File: src/rtl/twiddle_gen.sv
// twiddle_gen: forward FFT twiddle-factor generator for a 64-point frame
// (radix-4 ordering k = n[3:0] * {0,2,1,3}[n[5:4]]). Two-stage pipeline:
// stage 1 registers the twiddle index k, stage 2 registers the quarter-wave
// table lookup with sign handling.
// Optional feature: define TWIDDLE_INV_EN to emit the conjugate twiddle
// (tw_im = +sin) for inverse FFT use.
// Handshake: do_en is a pure valid strobe (no ready); each di_en=1 cycle
// yields exactly one do_en=1 cycle two clocks later, tw_re/tw_im hold otherwise.
module twiddle_gen #(
    parameter int WIDTH = 16
) (
    input  logic                    clock,
    input  logic                    reset_n,
    input  logic                    di_en,
    input  logic                    sync,
    output logic signed [WIDTH-1:0] tw_re,
    output logic signed [WIDTH-1:0] tw_im,
    output logic                    do_en,
    output logic                    do_first
);

    // Quarter-wave entry S[i] = round(sin(pi*i/32) * (2^(WIDTH-1)-1)),
    // derived from sin values in parts-per-billion so it folds at elaboration.
    function automatic logic signed [WIDTH-1:0] sin_entry(input int i);
        logic [63:0] ppb;
        logic [63:0] full_scale;
        logic [63:0] q;
        case (i)
            0:       ppb = 64'd0;
            1:       ppb = 64'd98017140;
            2:       ppb = 64'd195090322;
            3:       ppb = 64'd290284677;
            4:       ppb = 64'd382683432;
            5:       ppb = 64'd471396737;
            6:       ppb = 64'd555570233;
            7:       ppb = 64'd634393284;
            8:       ppb = 64'd707106781;
            9:       ppb = 64'd773010453;
            10:      ppb = 64'd831469612;
            11:      ppb = 64'd881921264;
            12:      ppb = 64'd923879533;
            13:      ppb = 64'd956940336;
            14:      ppb = 64'd980785280;
            15:      ppb = 64'd995184727;
            16:      ppb = 64'd1000000000;
            default: ppb = 64'd0;
        endcase
        full_scale = (64'd1 << (WIDTH - 1)) - 64'd1;
        q = (ppb * full_scale + 64'd500000000) / 64'd1000000000;
        return $signed(WIDTH'(q));
    endfunction

    logic signed [WIDTH-1:0] sin_tab [0:16];

    for (genvar g = 0; g < 17; g++) begin : g_tab
        assign sin_tab[g] = sin_entry(g);
    end

    // Sample counter and stage-1 state
    logic [5:0] n_q, n_d;
    logic [5:0] k1_q, k1_d;
    logic       v1_q, v1_d;
    logic       first1_q, first1_d;

    // Stage-2 (output) state
    logic signed [WIDTH-1:0] tw_re_q, tw_re_d;
    logic signed [WIDTH-1:0] tw_im_q, tw_im_d;
    logic                    do_en_q, do_en_d;
    logic                    do_first_q, do_first_d;

    logic [5:0] n_eff;
    logic [1:0] m_sel;
    logic [5:0] k_c;

    // Counter advance, sync realignment and twiddle index computation
    always_comb begin
        n_eff    = sync ? 6'd0 : n_q;
        m_sel    = 2'd0;
        case (n_eff[5:4])
            2'd0:    m_sel = 2'd0;
            2'd1:    m_sel = 2'd2;
            2'd2:    m_sel = 2'd1;
            default: m_sel = 2'd3;
        endcase
        k_c      = {2'b00, n_eff[3:0]} * {4'b0000, m_sel};
        n_d      = n_q;
        k1_d     = k1_q;
        v1_d     = di_en;
        first1_d = di_en & ((n_q == 6'd0) | sync);
        if (di_en) begin
            n_d  = n_eff + 6'd1;
            k1_d = k_c;
        end
    end

    // Counter and stage-1 registers
    always_ff @(posedge clock or negedge reset_n) begin
        if (!reset_n) begin
            n_q      <= 6'd0;
            k1_q     <= 6'd0;
            v1_q     <= 1'b0;
            first1_q <= 1'b0;
        end else begin
            n_q      <= n_d;
            k1_q     <= k1_d;
            v1_q     <= v1_d;
            first1_q <= first1_d;
        end
    end

    logic [4:0]              idx_lo;
    logic [4:0]              idx_hi;
    logic signed [WIDTH-1:0] cos_v;
    logic signed [WIDTH-1:0] sin_v;

    // Quarter-wave decode: k[5:4] is the quadrant select, k[3:0] the offset
    always_comb begin
        idx_lo = {1'b0, k1_q[3:0]};
        idx_hi = 5'd16 - idx_lo;
        cos_v  = '0;
        sin_v  = '0;
        case (k1_q[5:4])
            2'd0: begin
                cos_v = sin_tab[idx_hi];
                sin_v = sin_tab[idx_lo];
            end
            2'd1: begin
                cos_v = -sin_tab[idx_lo];
                sin_v = sin_tab[idx_hi];
            end
            2'd2: begin
                cos_v = -sin_tab[idx_hi];
                sin_v = -sin_tab[idx_lo];
            end
            default: begin
                cos_v = '0;
                sin_v = '0;
            end
        endcase
        tw_re_d    = tw_re_q;
        tw_im_d    = tw_im_q;
        do_en_d    = v1_q;
        do_first_d = first1_q;
        if (v1_q) begin
            tw_re_d = cos_v;
`ifdef TWIDDLE_INV_EN
            tw_im_d = sin_v;
`else
            tw_im_d = -sin_v;
`endif
        end
    end

    // Stage-2 output registers; twiddle holds while no new sample arrives
    always_ff @(posedge clock or negedge reset_n) begin
        if (!reset_n) begin
            tw_re_q    <= '0;
            tw_im_q    <= '0;
            do_en_q    <= 1'b0;
            do_first_q <= 1'b0;
        end else begin
            tw_re_q    <= tw_re_d;
            tw_im_q    <= tw_im_d;
            do_en_q    <= do_en_d;
            do_first_q <= do_first_d;
        end
    end

    assign tw_re    = tw_re_q;
    assign tw_im    = tw_im_q;
    assign do_en    = do_en_q;
    assign do_first = do_first_q;

endmodule

File: config.mk
export PLATFORM = sky130hd
export DESIGN_NAME = twiddle_gen
export DESIGN_NICKNAME = d
export VERILOG_FILES = /design/src/rtl/twiddle_gen.sv
export SDC_FILE = /design/constraint.sdc
export NUM_CORES = 1
export LEC_CHECK = 0
export ABC_AREA = 1
export BUFFER_PORTS_ARGS = -buffer_cell sky130_fd_sc_hd__buf_2
export CORE_MARGIN = 4
export CORE_UTILIZATION = 45
export DETAILED_ROUTE_END_ITERATION = 8
export PLACE_DENSITY = 0.66
export SLEW_MARGIN = 10
export SYNTH_ARGS = -nofsm -noshare
export SYNTH_HDL_FRONTEND = slang
export SYNTH_SLANG_ARGS = --single-unit
File: constraint.sdc
create_clock -name clock -period 4.1 [get_ports clock]
set_clock_uncertainty 0.2 [all_clocks]
set_input_delay 0.41 -clock clock [delete_from_list [all_inputs] [get_ports clock]]
set_output_delay 0.41 -clock clock [all_outputs]
set_load 0.005 [all_outputs]
==> impl_metrics.csv, run 1 <==
group,metric,value,unit
worst_setup_path,path_depth,20,
cts,cts_tree,"done",
worst_setup_path,crit_family,"simple AND/OR/NAND/NOR gates",
floorplan,ios,38,
routing,finalWirelength,12700,um
run,cap_violations,0,
worst_setup_path,endpoint,"tw_im[15]",
layout,syn_to_final_growth,9.29,%
worst_setup_path,path_max_fanout,11,
global_routing,grt_pass1_vias,4356,
global_routing,grt_max_degree,43,
logic_synthesis,synth_nets,711,
timing,drv_slew,0,
layout,drive_gt1_share,15.0,%
logic_synthesis,yosysTopAreaCellShare,27.5,%
logic_synthesis,syn_area_per_cell,6.32,um^2
placement,dp_slack,0.607,ns
layout,mostFrequentLayoutCell,"nand2_1",
worst_setup_path,endpoint_kind,"flop",
logic_synthesis,synthCells,691,
pwr,clkPwrFrac,23.1,%
worst_setup_path,crit_start,"k1_q[0]",
layout,fillers,961,
worst_setup_path,crit_top_cell,"nand2_1",
global_routing,grt-ovfl-total,0,
routing,wl_per_cell,15.0,um
hold_path,hold_path_class,"in -> reg",
placement,globalplace.congestion,0.942,
pwr,vdd_drop_max,0.176,mV
worst_setup_path,critPathSlowestCell,"dfrtp_1",
logic_synthesis,ys_seq_area_share,27.5,%
timing,finalCritPeriodShare,86.6,%
worst_setup_path,path_cells,"inv_2, ha_1, nor2_1, nor2_1, nand2_1, nand2_2, inv_1, ha_1, nand2_2, inv_2, nand3_2, nand2_1, nand3_1, nand2_1, nor2_1, nand3_2, nor2_2, nand2_1, nand3_1, nand2_1",
logic_synthesis,ys_ff_latch,48,
worst_setup_path,r2r_start,"k1_q[0]",
worst_setup_path,timing.setup.critical_path_class,"reg -> reg",
floorplan,die_x,106,um
pwr,power.share.sequential,32.9,%
worst_setup_path,crit_arrival,3.57,ns
pwr,internal-power,1100,uW
global_routing,grt_pass1_wl,21500,um
logic_synthesis,synth_area_leader_cell,"dfrtp_1",
cts,cts.sinks,48,
pwr,swShare,41.4,%
status,outcome,"finished clean",
logic_synthesis,yosysWarnings,0,
layout,antenna_cells,0,
timing,tns,0,ns
logic_synthesis,synthesis.area,0.00436,mm^2
worst_setup_path,r2r_cells,20,
timing,fmax,282,MHz
timing,setup_viol,0,
cts,cts_buffers,5,
layout,layout_common_cells,"nand2_1, nand3_1, inv_1, nor2_1, dfrtp_1",
placement,dp_hpwl,9840,um
timing,post-route-min-period,3.55,ns
routing,via_per_inst,5.43,
pwr,p_per_area,393,mW/mm^2
floorplan,start_util,46.8,%
timing,rsz0062_at_grt,"no",
cts,clk_pin_slew,0.11,ns
cts,cts-root-buf,"clkbuf_8",
global_routing,antenna_found_initial,0,
timing,slew_headroom,25.9,%
cts,clock_path_buffers,2,
timing,worst_slack,0.548,ns
routing,dr.pass1.iters,6,
floorplan,num_rows,35,
placement,numPortBuffers,37,
logic_synthesis,synth_edf_count,0,
routing,vias,4602,
logic_synthesis,synth_flop_cell,"dfrtp_1",
worst_setup_path,required,4.11,ns
global_routing,grt_use_total,23.2,%
routing,post-route-drc-count,0,
floorplan,core,0.00933,mm^2
cts,insertion_delay,0.32,ns
pwr,switching_power,776,uW
cts,clock_tree.htree_level_count,2,
logic_synthesis,yosys-top-cells-area,"dfrtp_1, nand2_1, nand3_1",
pwr,leakage,0.00249,uW
routing,drtAntennaViolNets,0,
cts,post_cts_resized,0,
layout,nets,738,
cts,postCtsSetupRepairBufs,0,
routing,drtIter0Drc,375,
worst_setup_path,critPathMaxStageDelay,0.48,ns
floorplan,die_area,0.0113,mm^2
floorplan,dieHeight,106,um
logic_synthesis,synthArstFlopShare,100,%
timing,fin_worst_hold_slack,0.162,ns
timing,tightest_slew,1.11,ns
logic_synthesis,ys_types,46,
worst_setup_path,reg2reg_slack,0.55,ns
worst_setup_path,path_buf_inv,3,
worst_setup_path,crit_path_start_kind,"flop",
pwr,combPwrFrac,44.0,%
timing,hold_violations,0,
worst_setup_path,worstReg2RegEnd,"tw_im[15]",
## metrics by stage
step                      std cells  utilization, %  total power, uW  cell area, um^2
after floorplan                 691               -             1210             4360
after global placement          839            49.6             1440             4620
after detailed placement        839            49.6             1440             4620
after CTS                       848            51.1             1880             4770
after global routing            848            51.1             2020             4770
final                           848            51.1             1870             4770
## worst register-to-register path, delay by kind of cell (launching register included)
family                   cells  cell delay (ns)
AND/OR/NAND/NOR             15             1.89
flip-flops                   1             0.48
adder cells (fa/ha/maj)      2             0.56
buffers and inverters        3             0.33
## power by group through the flow
stage | registers, uW | clock network [uW] | logic (uW)
after floorplan | 630 | 0 | 576
after global placement | 623 | 0 | 816
after detailed placement | 625 | 0 | 819
after CTS | 616 | 439 | 823
after global routing | 628 | 460 | 936
final | 616 | 433 | 825
## registers in the layout (all words and copies together), names as in the netlist
signal,cells
tw_im,16
tw_re,16
k1_q,6
n_q,6
do_en,1
do_en_d,1
do_first,1
do_first_d,1
## synth_stat cells, drive strengths merged (2+ instances only)
library cell / n
a31oi: 2
dfrtp: 48
ha: 15
o21ai: 47
nor2: 75
clkbuf: 10
nand3: 96
o211ai: 6
a22oi: 7
xor2: 4
nand3b: 6
a21oi: 19
inv: 76
clkinv: 2
or2: 2
nand4: 9
buf: 14
nand2: 240
a32oi: 2
## area by class of cell
class	instances	area, um^2	area share, %
multi-input combinational	541	2730	57.3
sequential	48	1200	25.2
inverter	78	297	6.22
timing repair buffer	44	240	5.04
tap	129	161	3.38
clock buffer	5	68.8	1.44
clock inverter	3	68.8	1.44
## worst min path at each step
stage               endpoint       start  slack, ns  depth (start not counted)
finish               do_en_d       di_en       0.16                          1
global route         do_en_d       di_en       0.16                          1
CTS                  do_en_d       di_en       0.16                          1
detailed placement  do_first  do_first_d       0.15                          0
global placement    do_first  do_first_d       0.13                          0
floorplan              do_en     reset_n      -0.09                          0
## per-layer routing
| layer | vias up | track usage (%) | wire (um) |
|---|---|---|---|
| li1 | 2286 | - | - |
| met5 | - | 0 | 0 |
| met3 | 30 | 2.85 | 770 |
| met4 | 0 | 8.58 | 459 |
| met2 | 170 | 38.7 | 5780 |
| met1 | 2116 | 30.7 | 5720 |
## cell families (layout without fill, tap and decap cells)
kind of cell | after synthesis | count (layout) | synth area share (%)
buffers and inverters | 102 | 130 | 9.92
xor gates and xnor gates | 5 | 5 | 1.00
and+or+nand+nor | 430 | 430 | 44.6
adders and majority gates | 16 | 16 | 4.76
DFF | 48 | 48 | 27.5
AOI/OAI and AO/OA | 90 | 90 | 12.2
## what timing repair did
item,in CTS,in global routing
hold buffers,1,0
endpoints found under the hold margin,18,0
setup endpoints to repair,0,0
No activity file was read; power rests on OpenSTA's default activity.
==> inputs of run 2 (changes only) <==
--- a/config.mk
+++ b/config.mk
@@ -5,7 +5,7 @@
 export SDC_FILE = /design/constraint.sdc
 export NUM_CORES = 1
 export LEC_CHECK = 0
-export ABC_AREA = 1
+export ABC_AREA = 0
 export BUFFER_PORTS_ARGS = -buffer_cell sky130_fd_sc_hd__buf_2
 export CORE_MARGIN = 4
 export CORE_UTILIZATION = 45
==> impl_metrics.csv, run 2 <==
group,metric,value,unit
status,outcome,"finished clean",
logic_synthesis,synthesis.area,0.00497,mm^2
layout,mostFrequentLayoutCell,"nor2_1",
placement,globalplace.congestion,0.973,
timing,hold_violations,0,
worst_setup_path,critPathMaxStageDelay,0.39,ns
placement,numPortBuffers,37,
layout,fin_util,49.9,%
worst_setup_path,critPathSlowestCell,"o311a_1",
timing,post-route-min-period,3.87,ns
logic_synthesis,ys_types,88,
hold_path,hold_depth,0,
timing,rsz0062_at_grt,"no",
logic_synthesis,synth_flop_cell,"dfrtp_1",
layout,layout_common_cells,"nor2_1, nand2_1, dfrtp_1",
worst_setup_path,endpoint_kind,"flop",
cts,insertion_delay,0.31,ns
global_routing,antenna_found_initial,0,
logic_synthesis,yosysWarnings,0,
worst_setup_path,r2r_start,"k1_q[0]",
logic_synthesis,synth_edf_count,0,
logic_synthesis,synth_nets,633,
timing,fin_worst_hold_slack,0.174,ns
global_routing,grt_max_degree,59,
floorplan,num_rows,38,
cts,cts.sinks,48,
global_routing,grt_pass1_wl,23300,um
global_routing,grt_pass1_vias,4566,
layout,nets,657,
worst_setup_path,crit_start,"k1_q[0]",
logic_synthesis,yosysTopAreaCellShare,24.2,%
logic_synthesis,yosysMostFrequentCell,"nor2_1",
logic_synthesis,synthArstFlopShare,100,%
routing,wl_per_cell,18.3,um
cts,cts_tree,"done",
cts,clk_pin_slew,0.09,ns
pwr,leakage,0.00216,uW
cts,clock_tree.htree_level_count,2,
timing,fmax,258,MHz
hold_path,whs_endpoint,"do_first",
layout,antenna_cells,0,
routing,drtAntennaViolNets,0,
worst_setup_path,worstReg2RegEnd,"tw_im[12]",
worst_setup_path,crit_top_cell,"o311a_1",
logic_synthesis,synth_area_leader_cell,"dfrtp_1",
routing,post-route-drc-count,0,
floorplan,dieHeight,113,um
floorplan,core,0.0108,mm^2
timing,drv_slew,0,
routing,via_per_inst,6.09,
worst_setup_path,required,4.11,ns
worst_setup_path,r2r_cells,13,
layout,drive_gt1_share,18.3,%
layout,syn_to_final_growth,8.81,%
logic_synthesis,syn_area_per_cell,8.11,um^2
worst_setup_path,reg2reg_slack,0.23,ns
pwr,vdd_drop_max,0.205,mV
floorplan,ios,38,
worst_setup_path,timing.setup.critical_path_class,"reg -> reg",
cts,cts-root-buf,"clkbuf_8",
cts,cts_buffers,5,
worst_setup_path,crit_arrival,3.88,ns
placement,dp_hpwl,10700,um
hold_path,hp-start,"do_first_d",
floorplan,die_area,0.0128,mm^2
pwr,finalPower,1820,uW
global_routing,grt_use_total,22.3,%
global_routing,grt-ovfl-total,0,
logic_synthesis,ys_seq_area_share,24.2,%
logic_synthesis,synthTopCellsByCount,"nor2_1, dfrtp_1, nand2_1, a21oi_1, o21ai_0",
worst_setup_path,path_cells,"buf_6, ha_1, inv_1, o221a_1, nor2_1, ha_2, o21a_1, nand4_4, o311a_1, a221oi_1, nand4b_1, o311a_1, a311oi_1",
routing,vias,4735,
routing,finalWirelength,14200,um
logic_synthesis,yosys-top-cells-area,"dfrtp_1, nor2_1, a21oi_1",
routing,dr.pass1.iters,5,
pwr,p_per_area,336,mW/mm^2
floorplan,die_x,113,um
routing,drtIter0Drc,429,
layout,fillers,1091,
timing,tns,0,ns
timing,setup_viol,0,
cts,clock_path_buffers,2,
timing,finalCritPeriodShare,94.4,%
cts,postCtsSetupRepairBufs,0,
worst_setup_path,crit_path_start_kind,"flop",
floorplan,start_util,45.8,%
hold_path,hold_path_class,"reg -> reg",
run,cap_violations,0,
timing,slew_headroom,39.0,%
logic_synthesis,synthCells,613,
worst_setup_path,path_max_fanout,24,
logic_synthesis,ys_ff_latch,48,
timing,tightest_slew,0.915,ns
-- run 2: repair_timing --
item	in CTS	in global routing
endpoints found under the hold margin	15	0
gates resized for setup	0	4
endpoints found under the setup margin	0	1
hold buffers	1	0
-- run 2: cells by family after synthesis --
kind of cell	after synthesis	share of synthesized area [%]
AND/OR/NAND/NOR	224	24.3
AO/OA/AOI/OAI	211	30.1
buffers and inverters	68	6.82
flip-flops	48	24.2
multiplexers	27	7.12
XOR/XNOR	19	3.35
adder cells (fa/ha/maj)	16	4.18
-- run 2: power breakdown --
group / leakage (uW) / internal [uW] / switching [uW]
logic: 0.00156 / 375 / 506
clock network: 0.0000516 / 138 / 175
registers: 0.000551 / 563 / 61.0
-- run 2: area by class of cell --
cell class                 instances  area (um^2)  area share [%]
inverter                          22         85.1            1.57
multi-input combinational        497         3440            63.6
clock inverter                     2         13.8           0.255
sequential                        48         1200            22.2
timing repair buffer              63          412            7.61
tap                              140          175            3.24
clock buffer                       6         82.6            1.53
-- run 2: worst max path at each step --
| stage | slack, ns | endpoint |
|---|---|---|
| floorplan | 0.37 | tw_im[12] |
| CTS | 0.19 | tw_im[12] |
| global placement | 0.39 | tw_im[12] |
| detailed placement | 0.23 | tw_im[12] |
| global route | 0.01 | tw_im[12] |
| finish | 0.23 | tw_im[12] |
-- run 2: metal layers --
layer	track usage (%)	part of all wire, %	wire (um)
met1	31.0	44	6320
met2	36.7	47	6720
met3	2.83	6.4	908
met4	5.53	2.0	281
met5	0	0	0
-- run 2: metrics by stage --
stage	std cells	worst slack (ns)	cell area, um^2
floorplan	613	0.371	4970
global placement	769	0.385	5290
detailed placement	769	0.231	5290
CTS	778	0.191	5400
global route	778	0.0146	5410
finish	778	0.231	5410
-- run 2: critical path: cells and delay by family (launching register included) --
family,cells,cell delay (ns)
AOI/OAI and AO/OA,6,1.85
and+or+nand+nor,3,0.57
adders and majority gates,2,0.49
DFF,1,0.37
buffers and inverters,2,0.30
